<file path="src/rtl/win_readout_ctrl.sv">
`default_nettype none
// ============================================================================
//  Module      : win_readout_ctrl
//  Description : Reader side of the capture window. Once the window counter
//                reports the capture complete, it walks the circular sample
//                SRAM from the oldest to the newest sample. It hands each word
//                to the MCU with a request/valid handshake.
//  Revision    : 1.0  initial release
// ============================================================================
module win_readout_ctrl #(
    parameter int ADDR_W  = 18,
    parameter int DATA_W  = 8,
    parameter int MEM_LAT = 2
) (
    input  logic              CLK,
    input  logic              RST_N,
    input  logic              WRITE_READY,
    input  logic [ADDR_W-1:0] STOP_ADDR,
    input  logic [ADDR_W-1:0] READ_LEN,
    input  logic              START_READ,
    input  logic              ABORT,
    input  logic              RD_REQ,
    output logic              RD_READY,
    output logic [DATA_W-1:0] RD_DATA,
    output logic              RD_VALID,
    output logic [ADDR_W-1:0] MEM_ADDR,
    output logic              MEM_OE,
    input  logic [DATA_W-1:0] MEM_DATA,
    output logic              BUSY,
    output logic              READ_DONE,
    output logic [ADDR_W-1:0] WORDS_LEFT
);

    // Latency counter counts MEM_LAT-1 down to 0; capture happens on the 0 edge.
    localparam int              c_lat_w     = (MEM_LAT > 1) ? $clog2(MEM_LAT) : 1;
    localparam logic [c_lat_w-1:0] c_lat_load = c_lat_w'(MEM_LAT - 1);
    // READ_LEN of 0 means the whole memory, which needs one extra counter bit.
    localparam logic [ADDR_W:0] c_full_depth = {1'b1, {ADDR_W{1'b0}}};

    typedef enum logic [1:0] {
        S_IDLE  = 2'd0,
        S_READY = 2'd1,
        S_WAIT  = 2'd2,
        S_DONE  = 2'd3
    } state_t;

    state_t              r_state;
    logic [ADDR_W-1:0]   r_cur_addr;
    logic [ADDR_W:0]     r_left;
    logic [c_lat_w-1:0]  r_lat;
    logic                r_rd_ready;
    logic [DATA_W-1:0]   r_rd_data;
    logic                r_rd_valid;
    logic [ADDR_W-1:0]   r_mem_addr;
    logic                r_mem_oe;
    logic                r_busy;
    logic                r_read_done;
    logic [ADDR_W-1:0]   r_words_left;

    logic                w_start_ok;
    logic                w_abort;
    logic [ADDR_W-1:0]   w_start_addr;
    logic [ADDR_W:0]     w_start_len;
    logic [ADDR_W:0]     w_left_dec;

    // Start window: the oldest requested sample sits READ_LEN-1 words behind STOP_ADDR.
    assign w_start_ok   = START_READ & WRITE_READY;
    assign w_start_addr = STOP_ADDR - READ_LEN + ADDR_W'(1);
    assign w_start_len  = (READ_LEN == '0) ? c_full_depth : {1'b0, READ_LEN};
    assign w_left_dec   = r_left - (ADDR_W + 1)'(1);
    // Losing WRITE_READY mid-readout means the capture was re-armed, so the data is stale.
    assign w_abort      = ABORT | (~WRITE_READY & ((r_state == S_READY) | (r_state == S_WAIT)));

    // Readout state machine with all handshake and memory outputs registered.
    always_ff @(posedge CLK or negedge RST_N) begin
        if (!RST_N) begin
            r_state      <= S_IDLE;
            r_cur_addr   <= '0;
            r_left       <= '0;
            r_lat        <= '0;
            r_rd_ready   <= 1'b0;
            r_rd_data    <= '0;
            r_rd_valid   <= 1'b0;
            r_mem_addr   <= '0;
            r_mem_oe     <= 1'b0;
            r_busy       <= 1'b0;
            r_read_done  <= 1'b0;
            r_words_left <= '0;
        end else begin
            r_rd_valid <= 1'b0;
            if (w_abort) begin
                r_state      <= S_IDLE;
                r_mem_oe     <= 1'b0;
                r_rd_ready   <= 1'b0;
                r_read_done  <= 1'b0;
                r_busy       <= 1'b0;
                r_words_left <= '0;
            end else begin
                case (r_state)
                    S_IDLE: begin
                        if (w_start_ok) begin
                            r_cur_addr   <= w_start_addr;
                            r_left       <= w_start_len;
                            r_words_left <= READ_LEN;
                            r_rd_ready   <= 1'b1;
                            r_busy       <= 1'b1;
                            r_read_done  <= 1'b0;
                            r_state      <= S_READY;
                        end
                    end
                    S_READY: begin
                        // RD_READY is held low during the RD_VALID cycle, so a request
                        // is accepted only once RD_READY is actually showing high.
                        if (r_rd_ready && RD_REQ) begin
                            r_mem_addr <= r_cur_addr;
                            r_mem_oe   <= 1'b1;
                            r_lat      <= c_lat_load;
                            r_rd_ready <= 1'b0;
                            r_state    <= S_WAIT;
                        end else begin
                            r_rd_ready <= 1'b1;
                        end
                    end
                    S_WAIT: begin
                        if (r_lat == '0) begin
                            r_rd_data  <= MEM_DATA;
                            r_rd_valid <= 1'b1;
                            r_mem_oe   <= 1'b0;
                            r_cur_addr <= r_cur_addr + ADDR_W'(1);
                            r_left     <= w_left_dec;
                            if (w_left_dec == '0) begin
                                r_state      <= S_DONE;
                                r_busy       <= 1'b0;
                                r_read_done  <= 1'b1;
                                r_words_left <= '0;
                            end else begin
                                r_state      <= S_READY;
                                r_words_left <= w_left_dec[ADDR_W-1:0];
                            end
                        end else begin
                            r_lat <= r_lat - c_lat_w'(1);
                        end
                    end
                    S_DONE: begin
                        if (w_start_ok) begin
                            r_cur_addr   <= w_start_addr;
                            r_left       <= w_start_len;
                            r_words_left <= READ_LEN;
                            r_rd_ready   <= 1'b1;
                            r_busy       <= 1'b1;
                            r_read_done  <= 1'b0;
                            r_state      <= S_READY;
                        end else if (!WRITE_READY) begin
                            r_read_done <= 1'b0;
                            r_state     <= S_IDLE;
                        end
                    end
                    default: begin
                        r_state <= S_IDLE;
                    end
                endcase
            end
        end
    end

    assign RD_READY   = r_rd_ready;
    assign RD_DATA    = r_rd_data;
    assign RD_VALID   = r_rd_valid;
    assign MEM_ADDR   = r_mem_addr;
    assign MEM_OE     = r_mem_oe;
    assign BUSY       = r_busy;
    assign READ_DONE  = r_read_done;
    assign WORDS_LEFT = r_words_left;

endmodule
`default_nettype wire

</file>
<file path="config.mk">
export PLATFORM = sky130hd
export DESIGN_NAME = win_readout_ctrl
export DESIGN_NICKNAME = d
export VERILOG_FILES = /design/src/rtl/win_readout_ctrl.sv
export SDC_FILE = /design/constraint.sdc
export NUM_CORES = 1
export LEC_CHECK = 0
export CORE_MARGIN = 5
export CORE_UTILIZATION = 54
export CTS_CLUSTER_SIZE = 20
export DETAILED_ROUTE_END_ITERATION = 10
export GPL_TIMING_DRIVEN = 0
export PLACE_DENSITY = 0.81
export SYNTH_ARGS = -nofsm -noshare
export SYNTH_HDL_FRONTEND = slang
export SYNTH_SLANG_ARGS = --single-unit
</file>
<file path="constraint.sdc">
create_clock -name CLK -period 3.6 [get_ports CLK]
set_clock_uncertainty 0.05 [all_clocks]
set_input_delay 1.08 -clock CLK [delete_from_list [all_inputs] [get_ports CLK]]
set_output_delay 1.08 -clock CLK [all_outputs]
set_load 0.01 [all_outputs]
</file>
==> flow_summary.json <==
{
  "max_h_tree_level": 3,
  "tightestPinTransition_ns": 1.05,
  "min_path_type": "flop to flop",
  "maximum_number_of_pins_on_one_net_before_global_route_repair": 48,
  "insertedDiodeCount": 0,
  "layout.core_utilization_pct": 68.3,
  "worst_ir_drop_vdd_mv": 0.436,
  "portion_of_the_clock_cycle_consumed_by_the_worst_path_in_the_final_layout_pct": 98.2,
  "clock.fmax_mhz": 283,
  "finalPower_w": 0.00540,
  "synth_edf_count": 0,
  "ys_seq_elements": 89,
  "chipWidth_um": 114,
  "worstPathRequired_ns": 3.80,
  "initialDrtViolationCount": 391,
  "area_growth_from_synthesis_to_layout_pct": 25.0,
  "grt_overflow_total": 0,
  "yosysTopAreaCellShare_pct": 37.9,
  "regToRegEndpoint": "WORDS_LEFT[6]$_DFFE_PN0P_",
  "grt_pass1_wl_mm": 28.2,
  "critical_path.startpoint_type": "primary input",
  "io-pin-count": 99,
  "drt-total-wl_mm": 17.6,
  "worstSetupEndpointType": "flop",
  "tritoncts_num_sinks": 89,
  "layout_min_cycle_time_ns": 3.53,
  "max_cap_viol_count": 0,
  "synth.most_common_cell": "sky130_fd_sc_hd__dfrtp_1",
  "num-nets-final": 833,
  "hold_buffers": 0,
  "drive_gt1_share_pct": 9.80,
  "dieArea_mm2": 0.0131,
  "die_h_um": 114,
  "antenna_found_initial": 0,
  "hold-path-cell-count": 1,
  "postRouteAntennaNets": 0,
  "synthesis.nets": 723,
  "grt_usage_pct": 27.3,
  "drc": 0,
  "number_of_global_route_vias_before_repair": 5503,
  "crit_arrival_ns": 3.73,
  "vias": 5478,
  "worstRegToRegCells": 9,
  "cp_max_fo": 5,
  "post_drt_via_cell_ratio": 6.19,
  "finalHoldViolCount": 0,
  "timing.hold.ws_ns": 0.430,
  "place.gp.congestion": 0.926,
  "cts_tree": "built",
  "rsz0062_at_grt": "no",
  "drt_pass1_iterations": 5,
  "avgRoutedWirePerCell_um": 19.9,
  "synthesis.area_per_instance_um2": 9.30,
  "io_buffer_count": 97,
  "floorplan.initialDensity_pct": 54.7,
  "synth_top_cells_by_count": "sky130_fd_sc_hd__dfrtp_1 (89), sky130_fd_sc_hd__nor2_1 (45), sky130_fd_sc_hd__nand2_1 (44)",
  "power.static_leakage_nw": 3.42,
  "synth_async_sr_flop_share_pct": 100,
  "report.final.setup_viol": 0,
  "cts_buf_count": 9,
  "status": "completed",
  "synth_top_cell_by_area": "sky130_fd_sc_hd__dfrtp_1",
  "slew-limit-headroom_pct": 29.2,
  "number_of_buffers_on_the_longest_clock_path": 2,
  "dp.final_hpwl_mm": 13.4,
  "synth_area_leaders": "sky130_fd_sc_hd__dfrtp_1 (38%), sky130_fd_sc_hd__ha_1 (8.5%), sky130_fd_sc_hd__mux2_2 (5.4%)",
  "floorplan.core_area_mm2": 0.0107,
  "worst_hold_path_startpoint": "WORDS_LEFT[9]$_DFFE_PN0P_",
  "timing_worst_setup_path_type": "primary input to flop",
  "cellPowerDensity_mw_per_mm2": 735,
  "synth_warnings": 0,
  "synth-seq-area-share_pct": 37.9,
  "netlist-cell-type-count": 72,
  "ys.flop_type": "sky130_fd_sc_hd__dfrtp_1",
  "rr_startpoint": "r_state[0]$_DFFE_PN0P_",
  "core.rowCount": 38,
  "syn-instance-count": 632,
  "clk_transition_reported_paths_ns": 0.08,
  "slew_viol_final": 0,
  "hold_end": "WORDS_LEFT[9]$_DFFE_PN0P_",
  "cts-root-buf": "sky130_fd_sc_hd__clkbuf_8",
  "clk-insertion-delay-late_ns": 0.37,
  "syn-cell-area_mm2": 0.00588,
  "r2r_slack_ns": 0.30
}
logic make-up (layout without fill, tap and decap cells):
logic type | count (synthesis) | after routing | synth area share [%]
XOR/XNOR | 27 | 27 | 4.02
buffers and inverters | 67 | 180 | 4.49
adder cells (fa/ha/maj) | 41 | 41 | 8.86
multiplexers | 36 | 36 | 6.73
AND/OR/NAND/NOR | 194 | 194 | 17.2
flip-flops | 89 | 89 | 37.9
AO/OA/AOI/OAI | 178 | 178 | 20.8
how the worst max path moves through the flow:
stage / start / cells past startpoint / to
2_1_floorplan: READ_LEN[6] / 8 / r_cur_addr[12]$_DFFE_PN0P_
3_3_place_gp: RST_N / 1 / r_left[2]$_DFFE_PN0P_
3_5_place_dp: READ_LEN[7] / 9 / r_cur_addr[12]$_DFFE_PN0P_
4_1_cts: READ_LEN[2] / 10 / r_cur_addr[12]$_DFFE_PN0P_
5_1_grt: READ_LEN[8] / 9 / r_cur_addr[12]$_DFFE_PN0P_
6_report: READ_LEN[8] / 9 / r_cur_addr[12]$_DFFE_PN0P_
area by class of cell:
type / count / area (µm²)
Buffer: 33 / 138
Fill cell: 885 / 3400
Clock inverter: 3 / 65.1
Multi-Input combinational cell: 476 / 3450
Timing Repair Buffer: 99 / 1010
Tap cell: 140 / 175
Sequential cell: 89 / 2230
Clock buffer: 11 / 151
Inverter: 34 / 128
cells in the final DEF, fill, tap and decap left out, types with 5 or more instances in the layout:
cell                              Yosys  routed
sky130_fd_sc_hd__xnor2_1             16      16
sky130_fd_sc_hd__and3_1              13      13
sky130_fd_sc_hd__mux2_2              28      28
sky130_fd_sc_hd__o22ai_1              5       5
sky130_fd_sc_hd__nor4_1              10       9
sky130_fd_sc_hd__nor3_1              15      14
sky130_fd_sc_hd__clkbuf_8             0      11
sky130_fd_sc_hd__inv_1               34      34
sky130_fd_sc_hd__ha_1                40      39
sky130_fd_sc_hd__nor2_1              45      43
sky130_fd_sc_hd__nand4_1              7       7
sky130_fd_sc_hd__a211oi_1            15      15
sky130_fd_sc_hd__and4_1               5       5
sky130_fd_sc_hd__xor2_1              11      11
sky130_fd_sc_hd__a31o_2               5       5
sky130_fd_sc_hd__a31oi_1              7       7
sky130_fd_sc_hd__clkdlybuf4s50_1      0      93
sky130_fd_sc_hd__clkbuf_1            24      23
sky130_fd_sc_hd__nand3_1             23      23
sky130_fd_sc_hd__mux2i_1              8       8
sky130_fd_sc_hd__nand2_1             44      44
sky130_fd_sc_hd__dfrtp_1             89      89
sky130_fd_sc_hd__a21oi_1             32      32
sky130_fd_sc_hd__a21o_1              33      33
sky130_fd_sc_hd__o21ai_0             30      29
per-layer routing:
| layer | wire length [µm] | up-vias | global-route usage, % |
|---|---|---|---|
| met5 | 0 | - | 0 |
| met4 | 627 | 0 | 11.3 |
| met3 | 1240 | 49 | 5.71 |
| met2 | 8470 | 233 | 45.0 |
| met1 | 7290 | 2644 | 35.0 |
| li1 | - | 2552 | - |
worst max-delay path, cell delays in order:
cell and delay (ns):
sky130_fd_sc_hd__clkdlybuf4s50_1 0.52, sky130_fd_sc_hd__inv_1 0.10, sky130_fd_sc_hd__ha_1 0.29, sky130_fd_sc_hd__ha_1 0.26
sky130_fd_sc_hd__or4_4 0.52, sky130_fd_sc_hd__a2111oi_4 0.30, sky130_fd_sc_hd__nor3_2 0.11, sky130_fd_sc_hd__and3_1 0.20
sky130_fd_sc_hd__a311o_1 0.34
per-stage QoR:
stage               setup TNS (ns)  cell area [µm²]  cells  setup WS (ns)
CTS                              0             7290    884        0.00559
finish                           0             7340    885         0.0652
global route                     0             7340    885        0.00950
floorplan                        0             5880    632          0.131
detailed placement           -7.43             7050    870         -0.767
global placement           -170.51             7020    869          -1.86
report_power, final:
| group | switching (W) | leakage [nW] | internal (W) | total, W |
|---|---|---|---|---|
| Sequential | 0.000336 | 1.16 | 0.00139 | 0.00173 |
| Clock | 0.000354 | 0.111 | 0.000421 | 0.000775 |
| Combinational | 0.00162 | 2.15 | 0.00128 | 0.00290 |
| Total | 0.00231 | 3.42 | 0.00309 | 0.00540 |
timing repair:
action	4_1_cts	5_1_grt
gates cloned	0	0
gates resized for setup	5	13
pin swaps	2	5
setup buffers	0	1
endpoints found under the setup margin	5	16
flip-flops by register name, indices dropped and copies added, names as in the netlist:
name        cells
r_cur_addr     18
RD_DATA         8
r_lat           1
r_left         19
RD_READY        1
r_state         2
MEM_ADDR       18
MEM_OE          1
READ_DONE       1
BUSY            1
RD_VALID        1
WORDS_LEFT     18
Power figures use the tool's default switching activity.
